===== src/rtl/reg_alu_ctrl_pkg.sv =====
// Shared definitions for the reg_alu instruction sequencer.
// Holds the datapath widths, the opcode encodings and the sequencer state
// encoding. The glue that pairs reg_alu_ctrl with reg_alu imports this too.
package reg_alu_ctrl_pkg;

  localparam int DATA_W = 16;
  localparam int ADDR_W = 3;
  localparam int OP_W   = 2;

  // Opcode field [15:13] of an instruction word
  localparam logic [2:0] OPC_NOP = 3'b000;
  localparam logic [2:0] OPC_LDI = 3'b001;
  localparam logic [2:0] OPC_RD  = 3'b010;
  localparam logic [2:0] OPC_ILL = 3'b011;
  // ALU instructions are 1oo: only the top opcode bit identifies them
  localparam logic       OPC_ALU = 1'b1;

  typedef enum logic [2:0] {
    ST_IDLE = 3'd0,
    ST_IMM  = 3'd1,
    ST_WB   = 3'd2,
    ST_EXE  = 3'd3,
    ST_CAP  = 3'd4,
    ST_RD   = 3'd5,
    ST_RESP = 3'd6
  } state_e;

  function automatic logic is_alu(input logic [2:0] opc);
    return opc[2] == OPC_ALU;
  endfunction

endpackage


===== src/rtl/reg_alu_ctrl.sv =====
// reg_alu_ctrl: instruction sequencer driving the reg_alu datapath.
// Accepts 16-bit instruction words over instr_valid/instr_ready, decodes
// them and steps the datapath through a fixed sequence of control states.
// RD and ALU instructions return a result word and carry on the rsp port.
//
// Ports
//   clk, reset          clock (rising edge) and synchronous active-low reset
//   instr_valid/ready   instruction handshake; instr_data carries the word
//                       [15:13] opcode, [12:10] dst, [9:7] srcA, [6:4] srcB
//   rsp_valid/ready     response handshake; rsp_data / rsp_cout payload
//   err                 one-cycle pulse after an illegal opcode is accepted
//   dp_sel, dp_wr       datapath mux select and register write enable
//   dp_op               ALU operation
//   dp_rd_addr_a/b      datapath read addresses
//   dp_wr_addr          datapath write address
//   dp_d_in             immediate presented to the datapath
//   dp_d_out_a, dp_cout datapath read port A and registered carry
module reg_alu_ctrl
  import reg_alu_ctrl_pkg::*;
(
  input  logic              clk,
  input  logic              reset,
  input  logic              instr_valid,
  output logic              instr_ready,
  input  logic [DATA_W-1:0] instr_data,
  output logic              rsp_valid,
  input  logic              rsp_ready,
  output logic [DATA_W-1:0] rsp_data,
  output logic              rsp_cout,
  output logic              err,
  output logic              dp_sel,
  output logic              dp_wr,
  output logic [OP_W-1:0]   dp_op,
  output logic [ADDR_W-1:0] dp_rd_addr_a,
  output logic [ADDR_W-1:0] dp_rd_addr_b,
  output logic [ADDR_W-1:0] dp_wr_addr,
  output logic [DATA_W-1:0] dp_d_in,
  input  logic [DATA_W-1:0] dp_d_out_a,
  input  logic              dp_cout
);

  state_e            state_q, state_d;
  logic [ADDR_W-1:0] dst_q, dst_d;
  logic [ADDR_W-1:0] srca_q, srca_d;
  logic [ADDR_W-1:0] srcb_q, srcb_d;
  logic [OP_W-1:0]   op_q, op_d;
  logic [DATA_W-1:0] imm_q, imm_d;
  logic [DATA_W-1:0] rsp_data_q, rsp_data_d;
  logic              rsp_cout_q, rsp_cout_d;
  logic              err_q, err_d;
  logic              ready_int;

  logic [2:0] opc;
  logic       unused_low_bits;

  assign opc             = instr_data[15:13];
  // The low nibble of an instruction word carries no meaning
  assign unused_low_bits = ^instr_data[3:0];

  // Next-state logic: decode on accept in IDLE, latch the immediate in IMM,
  // capture the response word in CAP/RD and hold it until it is consumed.
  always_comb begin
    state_d    = state_q;
    dst_d      = dst_q;
    srca_d     = srca_q;
    srcb_d     = srcb_q;
    op_d       = op_q;
    imm_d      = imm_q;
    rsp_data_d = rsp_data_q;
    rsp_cout_d = rsp_cout_q;
    err_d      = 1'b0;

    case (state_q)
      ST_IDLE: begin
        if (instr_valid) begin
          dst_d  = instr_data[12:10];
          srca_d = instr_data[9:7];
          srcb_d = instr_data[6:4];
          op_d   = instr_data[14:13];
          if (is_alu(opc)) begin
            state_d = ST_EXE;
          end else begin
            case (opc)
              OPC_LDI: state_d = ST_IMM;
              OPC_RD:  state_d = ST_RD;
              OPC_ILL: err_d   = 1'b1;
              default: state_d = ST_IDLE;
            endcase
          end
        end
      end
      ST_IMM: begin
        if (instr_valid) begin
          imm_d   = instr_data;
          state_d = ST_WB;
        end
      end
      ST_WB:  state_d = ST_IDLE;
      ST_EXE: state_d = ST_CAP;
      ST_CAP: begin
        // The write landed at the end of EXE, so reading dst here returns
        // the new value even when dst aliases a source register.
        rsp_data_d = dp_d_out_a;
        rsp_cout_d = dp_cout;
        state_d    = ST_RESP;
      end
      ST_RD: begin
        rsp_data_d = dp_d_out_a;
        rsp_cout_d = 1'b0;
        state_d    = ST_RESP;
      end
      ST_RESP: begin
        if (rsp_ready) begin
          state_d = ST_IDLE;
        end
      end
      default: state_d = ST_IDLE;
    endcase
  end

  // Moore outputs decoded from the state and the latched fields. The write
  // enable and ready are also masked by reset so a write pending in the
  // cycle that reset is sampled never reaches the register file.
  always_comb begin
    ready_int    = 1'b0;
    rsp_valid    = 1'b0;
    dp_wr        = 1'b0;
    dp_sel       = 1'b0;
    dp_op        = '0;
    dp_rd_addr_a = '0;
    dp_rd_addr_b = '0;
    dp_wr_addr   = '0;

    case (state_q)
      ST_IDLE, ST_IMM: ready_int = 1'b1;
      ST_WB: begin
        dp_wr      = reset;
        dp_wr_addr = dst_q;
      end
      ST_EXE: begin
        dp_wr        = reset;
        dp_sel       = 1'b1;
        dp_op        = op_q;
        dp_rd_addr_a = srca_q;
        dp_rd_addr_b = srcb_q;
        dp_wr_addr   = dst_q;
      end
      ST_CAP:  dp_rd_addr_a = dst_q;
      ST_RD:   dp_rd_addr_a = srca_q;
      ST_RESP: rsp_valid    = 1'b1;
      default: ;
    endcase
  end

  assign instr_ready = ready_int & reset;
  assign dp_d_in     = imm_q;
  assign rsp_data    = rsp_data_q;
  assign rsp_cout    = rsp_cout_q;
  assign err         = err_q;

  // State, field, immediate and response registers
  always_ff @(posedge clk) begin
    if (!reset) begin
      state_q    <= ST_IDLE;
      dst_q      <= '0;
      srca_q     <= '0;
      srcb_q     <= '0;
      op_q       <= '0;
      imm_q      <= '0;
      rsp_data_q <= '0;
      rsp_cout_q <= 1'b0;
      err_q      <= 1'b0;
    end else begin
      state_q    <= state_d;
      dst_q      <= dst_d;
      srca_q     <= srca_d;
      srcb_q     <= srcb_d;
      op_q       <= op_d;
      imm_q      <= imm_d;
      rsp_data_q <= rsp_data_d;
      rsp_cout_q <= rsp_cout_d;
      err_q      <= err_d;
    end
  end

endmodule


===== config.mk =====
export PLATFORM = sky130hd
export DESIGN_NAME = reg_alu_ctrl
export DESIGN_NICKNAME = d
export VERILOG_FILES = /design/src/rtl/reg_alu_ctrl_pkg.sv /design/src/rtl/reg_alu_ctrl.sv
export SDC_FILE = /design/constraint.sdc
export NUM_CORES = 1
export LEC_CHECK = 0
export ABC_AREA = 1
export ABC_CLOCK_PERIOD_IN_PS = 3400
export CORE_ASPECT_RATIO = 2
export CORE_MARGIN = 2
export CORE_UTILIZATION = 60
export CTS_CLUSTER_DIAMETER = 50
export DETAILED_ROUTE_END_ITERATION = 8
export DONT_BUFFER_PORTS = 1
export GPL_TIMING_DRIVEN = 1
export PLACE_DENSITY = 0.73
export REMOVE_ABC_BUFFERS = 1
export SLEW_MARGIN = 25
export SYNTH_ARGS = -nofsm -noshare
export SYNTH_HDL_FRONTEND = slang
export SYNTH_SLANG_ARGS = --single-unit

===== constraint.sdc =====
create_clock -name clk -period 3.4 [get_ports clk]
set_clock_uncertainty 0.1 [all_clocks]
set_input_delay 0.34 -clock clk [delete_from_list [all_inputs] [get_ports clk]]
set_output_delay 0.34 -clock clk [all_outputs]
set_load 0.02 [all_outputs]

# Word level (Yosys, flattened, before mapping)

Index checks and enable logic that the tools add are counted.

Flip-flop bits (word level): 48
Input port bits: 37
Output and inout bits: 49
Logic and storage cells: 52

Eq/ne operators: 13
Mux-type cells: 16
Bitwise gates (word level): 4
Reductions and logical operators: 10

Operator list:

| kind                                                | number |
|---|---|
| 2-to-1 mux 3 bit                                    | 6 |
| one-hot mux 3 bit (5 select lines)                  | 1 |
| equality test 3 x 2 -> 1 bit, second input constant | 4 |
| equality test 3 bit, second input constant          | 3 |
| one-hot mux 3 bit (3 select lines)                  | 1 |
| OR reduction 2 bit                                  | 4 |
| equality test 3 x 1 -> 1 bit, second input constant | 2 |
| inequality test 2 bit, second input constant        | 3 |
| one-hot mux 3 bit (2 select lines)                  | 1 |
| 2-to-1 mux 1 bit                                    | 5 |
| AND reduction 2 bit                                 | 2 |
| AND reduction 4 bit                                 | 1 |
| OR reduction 4 bit                                  | 1 |
| zero test 3 bit                                     | 1 |
| inequality test 3 bit, second input constant        | 1 |
| inverter 1 bit                                      | 3 |
| 2-to-1 mux 2 bit                                    | 1 |
| one-hot mux 1 bit (2 select lines)                  | 1 |
| nonzero test 2 bit                                  | 1 |
| bitwise AND 1 bit                                   | 1 |

# Logic depth before layout (Yosys ltp)

Depth in word-level cells: 5
Mapped depth: 8
Gate-level depth less buffers: 8

# Worst setup path after synthesis

OpenSTA, ideal clock, no wires.

Path type: register to output
Start point: register state_q[0]
End point: output dp_op[0]
Arrival: 1.339 ns
Required time: 2.960 ns
Path slack: 1.621 ns
Stages on the path, launching flop included: 5
Buffers on the path: 0
Cell sequence: dfxtp_1 -> nand2_1 -> nor2_1 -> inv_1 -> nor2_1

Longest elaborated chain between the ends: 2

Ends and longest elaborated chain:

| what                         | RTL line            | source |
|---|---|---|
| start, declared              | reg_alu_ctrl.sv:42  | `state_e state_q, state_d;` |
| start signal, assigned       | reg_alu_ctrl.sv:174 | `state_q <= state_d;` |
| equality test 3 x 2 -> 1 bit | reg_alu_ctrl.sv:134 | `case (state_q)` |
| 2-to-1 mux 2 bit             | reg_alu_ctrl.sv:134 |  |
| end, declared                | reg_alu_ctrl.sv:33  | `output logic [OP_W-1:0] dp_op,` |

Every way passes these cells.

# Final worst setup path

Start point: register state_q[2]
End point: output dp_rd_addr_a[1]

Longest elaborated chain between the ends: 3
Elaborated cells between the ends (all ways): 5
Those cells by class: eq/ne: 3; mux: 1; reduce/logical: 1

Ends and longest elaborated chain:

| what                                                                       | RTL line            | source |
|---|---|---|
| equality test 3 x 2 -> 1 bit / equality test 3 bit (equally long branches) | reg_alu_ctrl.sv:134 |  |
| OR reduction 2 bit (no source line)                                        | -                   |  |
| one-hot mux 3 bit (2 select lines) *                                       | reg_alu_ctrl.sv:134 |  |
| end, declared                                                              | reg_alu_ctrl.sv:34  | `output logic [ADDR_W-1:0] dp_rd_addr_a,` |

Every way passes the cells marked *; elsewhere a longest branch is shown, timed or not.

==> flow_metrics.env <==
export IMPL_worstHoldPathType="primary input to flip-flop"
export IMPL_clkPwrFrac_pct=27.5
export IMPL_cts_sinks=48
export IMPL_power_leakage_nw=0.811
export IMPL_cts_buffer_depth=2
export IMPL_postCtsHoldBufs=0
export IMPL_initial_core_util_pct=63.5
export IMPL_clk_pin_slew_ns=0.09
export IMPL_holdWs_ns=0.0626
export IMPL_cts_resized=0
export IMPL_grt_start_max_net_pins=47
export IMPL_gp_congestion=0.890
export IMPL_clkLatencyLatePin_ns=0.29
export IMPL_syn_to_final_growth_pct=3.24
export IMPL_setup_viol=0
export IMPL_hold_path_depth=2
export IMPL_intPower_mw=0.818
export IMPL_mappedNetlistArea_mm2=0.00189
export IMPL_critPathTopFamily="compound AO/OA/AOI/OAI gates"
export IMPL_rows=28
export IMPL_diodes=0
export IMPL_nFillCells=285
export IMPL_drive_above_1_share_pct=9.16
export IMPL_vias_per_cell=5.46
export IMPL_grt_pass1_vias=1525
export IMPL_p_switching_mw=0.383
export IMPL_highest_layer="met4"
export IMPL_wl_mm=3.94
export IMPL_power_share_combinational_pct=14.7
export IMPL_rr_worst_depth=6
export IMPL_cp_start_kind="flip-flop"
export IMPL_drt_initial_drc_count=21
export IMPL_cp_num_cells=5
export IMPL_num_io_pins=86
export IMPL_arrival_ns=1.89
export IMPL_finalCriticalPeriod_ns=2.33
export IMPL_wl_met3_um=360
export IMPL_cp_end_kind="output pin"
export IMPL_cp_slowest_cell="o22ai_1"
export IMPL_grt_overflow_total=0
export IMPL_cp_cell_sequence="inv_2, nor2_2, buf_4, o21ai_0, o22ai_1"
export IMPL_finalHoldViolCount=0
export IMPL_wl_per_cell_um=14.0
export IMPL_min_period_over_period_pct=68.5
export IMPL_fmax_mhz=429
export IMPL_htreeDepth=2
export IMPL_power_density_mw_per_mm2=615
export IMPL_grt_use_total_pct=22.3
export IMPL_root_buffer="clkbuf_8"
export IMPL_port_buffers=0
export IMPL_cp_required_ns=2.96
export IMPL_tightest_slew_ns=0.551
export IMPL_outcome="finished clean"
export IMPL_rsz0062_at_grt="false"
export IMPL_fin_nets=287
export IMPL_grt_pass1_wl_mm=6.35
export IMPL_synth_area_per_cell_um2=7.45
export IMPL_core_area_mm2=0.00298
export IMPL_antenna_found_initial=0
export IMPL_seq_power_share_pct=57.8
export IMPL_wl_met1_mm=1.40
export IMPL_dr_pass1_iters=4
export IMPL_wl_met2_mm=2.10
export IMPL_setup_tns_ns=0
export IMPL_max_slew_margin_pct=63.1
export IMPL_yosysUniqueCellTypes=23
export IMPL_drcViolationCount=0
export IMPL_via_count=1535
export IMPL_drv_slew=0
export IMPL_dieArea_mm2=0.00365
export IMPL_ys_ff_latch=48
export IMPL_worstPathMaxFanout=14
export IMPL_worst_setup_path_type="flip-flop to output pin"
export IMPL_yosysWarnings=0
export IMPL_hpwlAfterDp_mm=2.87
export IMPL_swShare_pct=31.9
export IMPL_die_h_um=83.4
export IMPL_post_cts_buffers=0
export IMPL_max_vdd_ir_drop_uv=405
export IMPL_fp_dieW_um=43.7
export IMPL_maxCapViolCount=0
export IMPL_max_stage_delay_ns=0.45
export IMPL_synth_cells=254
export IMPL_cts_tree="built"
export IMPL_cts_inserted_buffers=5
export IMPL_synth_seq_area_share_pct=50.8
export IMPL_antenna_left=0
export IMPL_crit_buf_inv=2
-- placed cells by master, fill, tap and decap left out --
master / count
nor2_1: 79
dfxtp_1: 48
o21ai_0: 45
inv_1: 17
a21oi_1: 16
nand2_1: 15
nand3_1: 5
clkbuf_8: 5
inv_2: 4
o22ai_1: 3
nor2_2: 2
nand2_2: 2
nor3_2: 2
clkinv_2: 2
nor2_4: 1
or2_2: 1
nand3_2: 1
inv_4: 1
clkinv_4: 1
buf_4: 1
-- per-layer routing --
| layer | global-route usage (%) | vias to the layer above |
|---|---|---|
| li1 | - | 798 |
| met1 | 21.7 | 656 |
| met2 | 39.6 | 72 |
| met3 | 8.04 | 9 |
| met4 | 9.92 | 0 |
| met5 | 0 | - |
-- state kept, by name, summed over array words and instances, names as in the netlist --
register	flops
srcb_q	3
state_q	3
dst_q	3
rsp_data	16
err	1
op_q	2
srca_q	3
dp_d_in	16
rsp_cout	1
-- metrics by stage --
step,power (mW),worst slack [ns],area (um^2),cells,util (%)
after CTS,1.22,1.06,1950,281,65.6
after global routing,1.27,0.941,1950,281,65.6
final,1.20,1.07,1950,281,65.6
after detailed placement,0.886,1.39,1870,273,62.6
after global placement,0.880,1.40,1870,273,62.6
after floorplan,0.845,1.58,1820,242,-
-- synth_stat cells --
master	n	area share, %
clkbuf_1	3	0.60
nand2_2	2	0.66
nand2_1	15	3.0
o21ai_0	45	12
a21oi_1	16	4.2
clkbuf_8	1	0.73
or2_2	1	0.33
dfxtp_1	48	51
nand3_2	1	0.53
inv_4	1	0.33
o22ai_1	3	0.99
nor2_2	2	0.66
nor2_1	79	16
inv_2	4	0.79
buf_4	1	0.40
buf_2	2	0.53
nor2_4	1	0.60
nand3_1	5	1.3
buf_6	1	0.60
inv_1	17	3.4
nor3_2	2	1.1
clkbuf_2	2	0.53
buf_1	2	0.40
-- path summary, 6_finish.rpt --
| path | from | end | slack [ns] |
|---|---|---|---|
| max | state_q[2] | dp_rd_addr_a[1] | 1.07 |
| min | reset | state_q[1] | 0.06 |
| max reg2reg | state_q[0] | state_q[2] | 1.86 |
| min reg2reg | srca_q[1] | srca_q[1] | 0.35 |
-- cells by family (layout without fill, tap and decap cells) --
family	Yosys count	in the layout	synth area share [%]
and+or+nand+nor	108	108	23.8
buffers and inverters	34	31	8.27
DFF	48	48	50.8
AOI/OAI and AO/OA	64	64	17.1
-- final cells by class --
type	count	area, um^2	area share [%]
flip-flops and latches	48	961	49.2
inverters	22	85.1	4.36
well taps	30	37.5	1.92
repair buffers	1	7.51	0.384
clock buffers	5	68.8	3.52
multi-input cells	172	774	39.7
clock inverters	3	18.8	0.961
-- power groups by stage --
stage	combinational (mW)	sequential [mW]	clock, mW
after floorplan	0.144	0.700	0
after global placement	0.174	0.707	0
after detailed placement	0.177	0.708	0
after CTS	0.178	0.695	0.343
after global routing	0.204	0.702	0.363
final	0.176	0.694	0.331
Note: power is estimated with default switching activity, not from simulation.
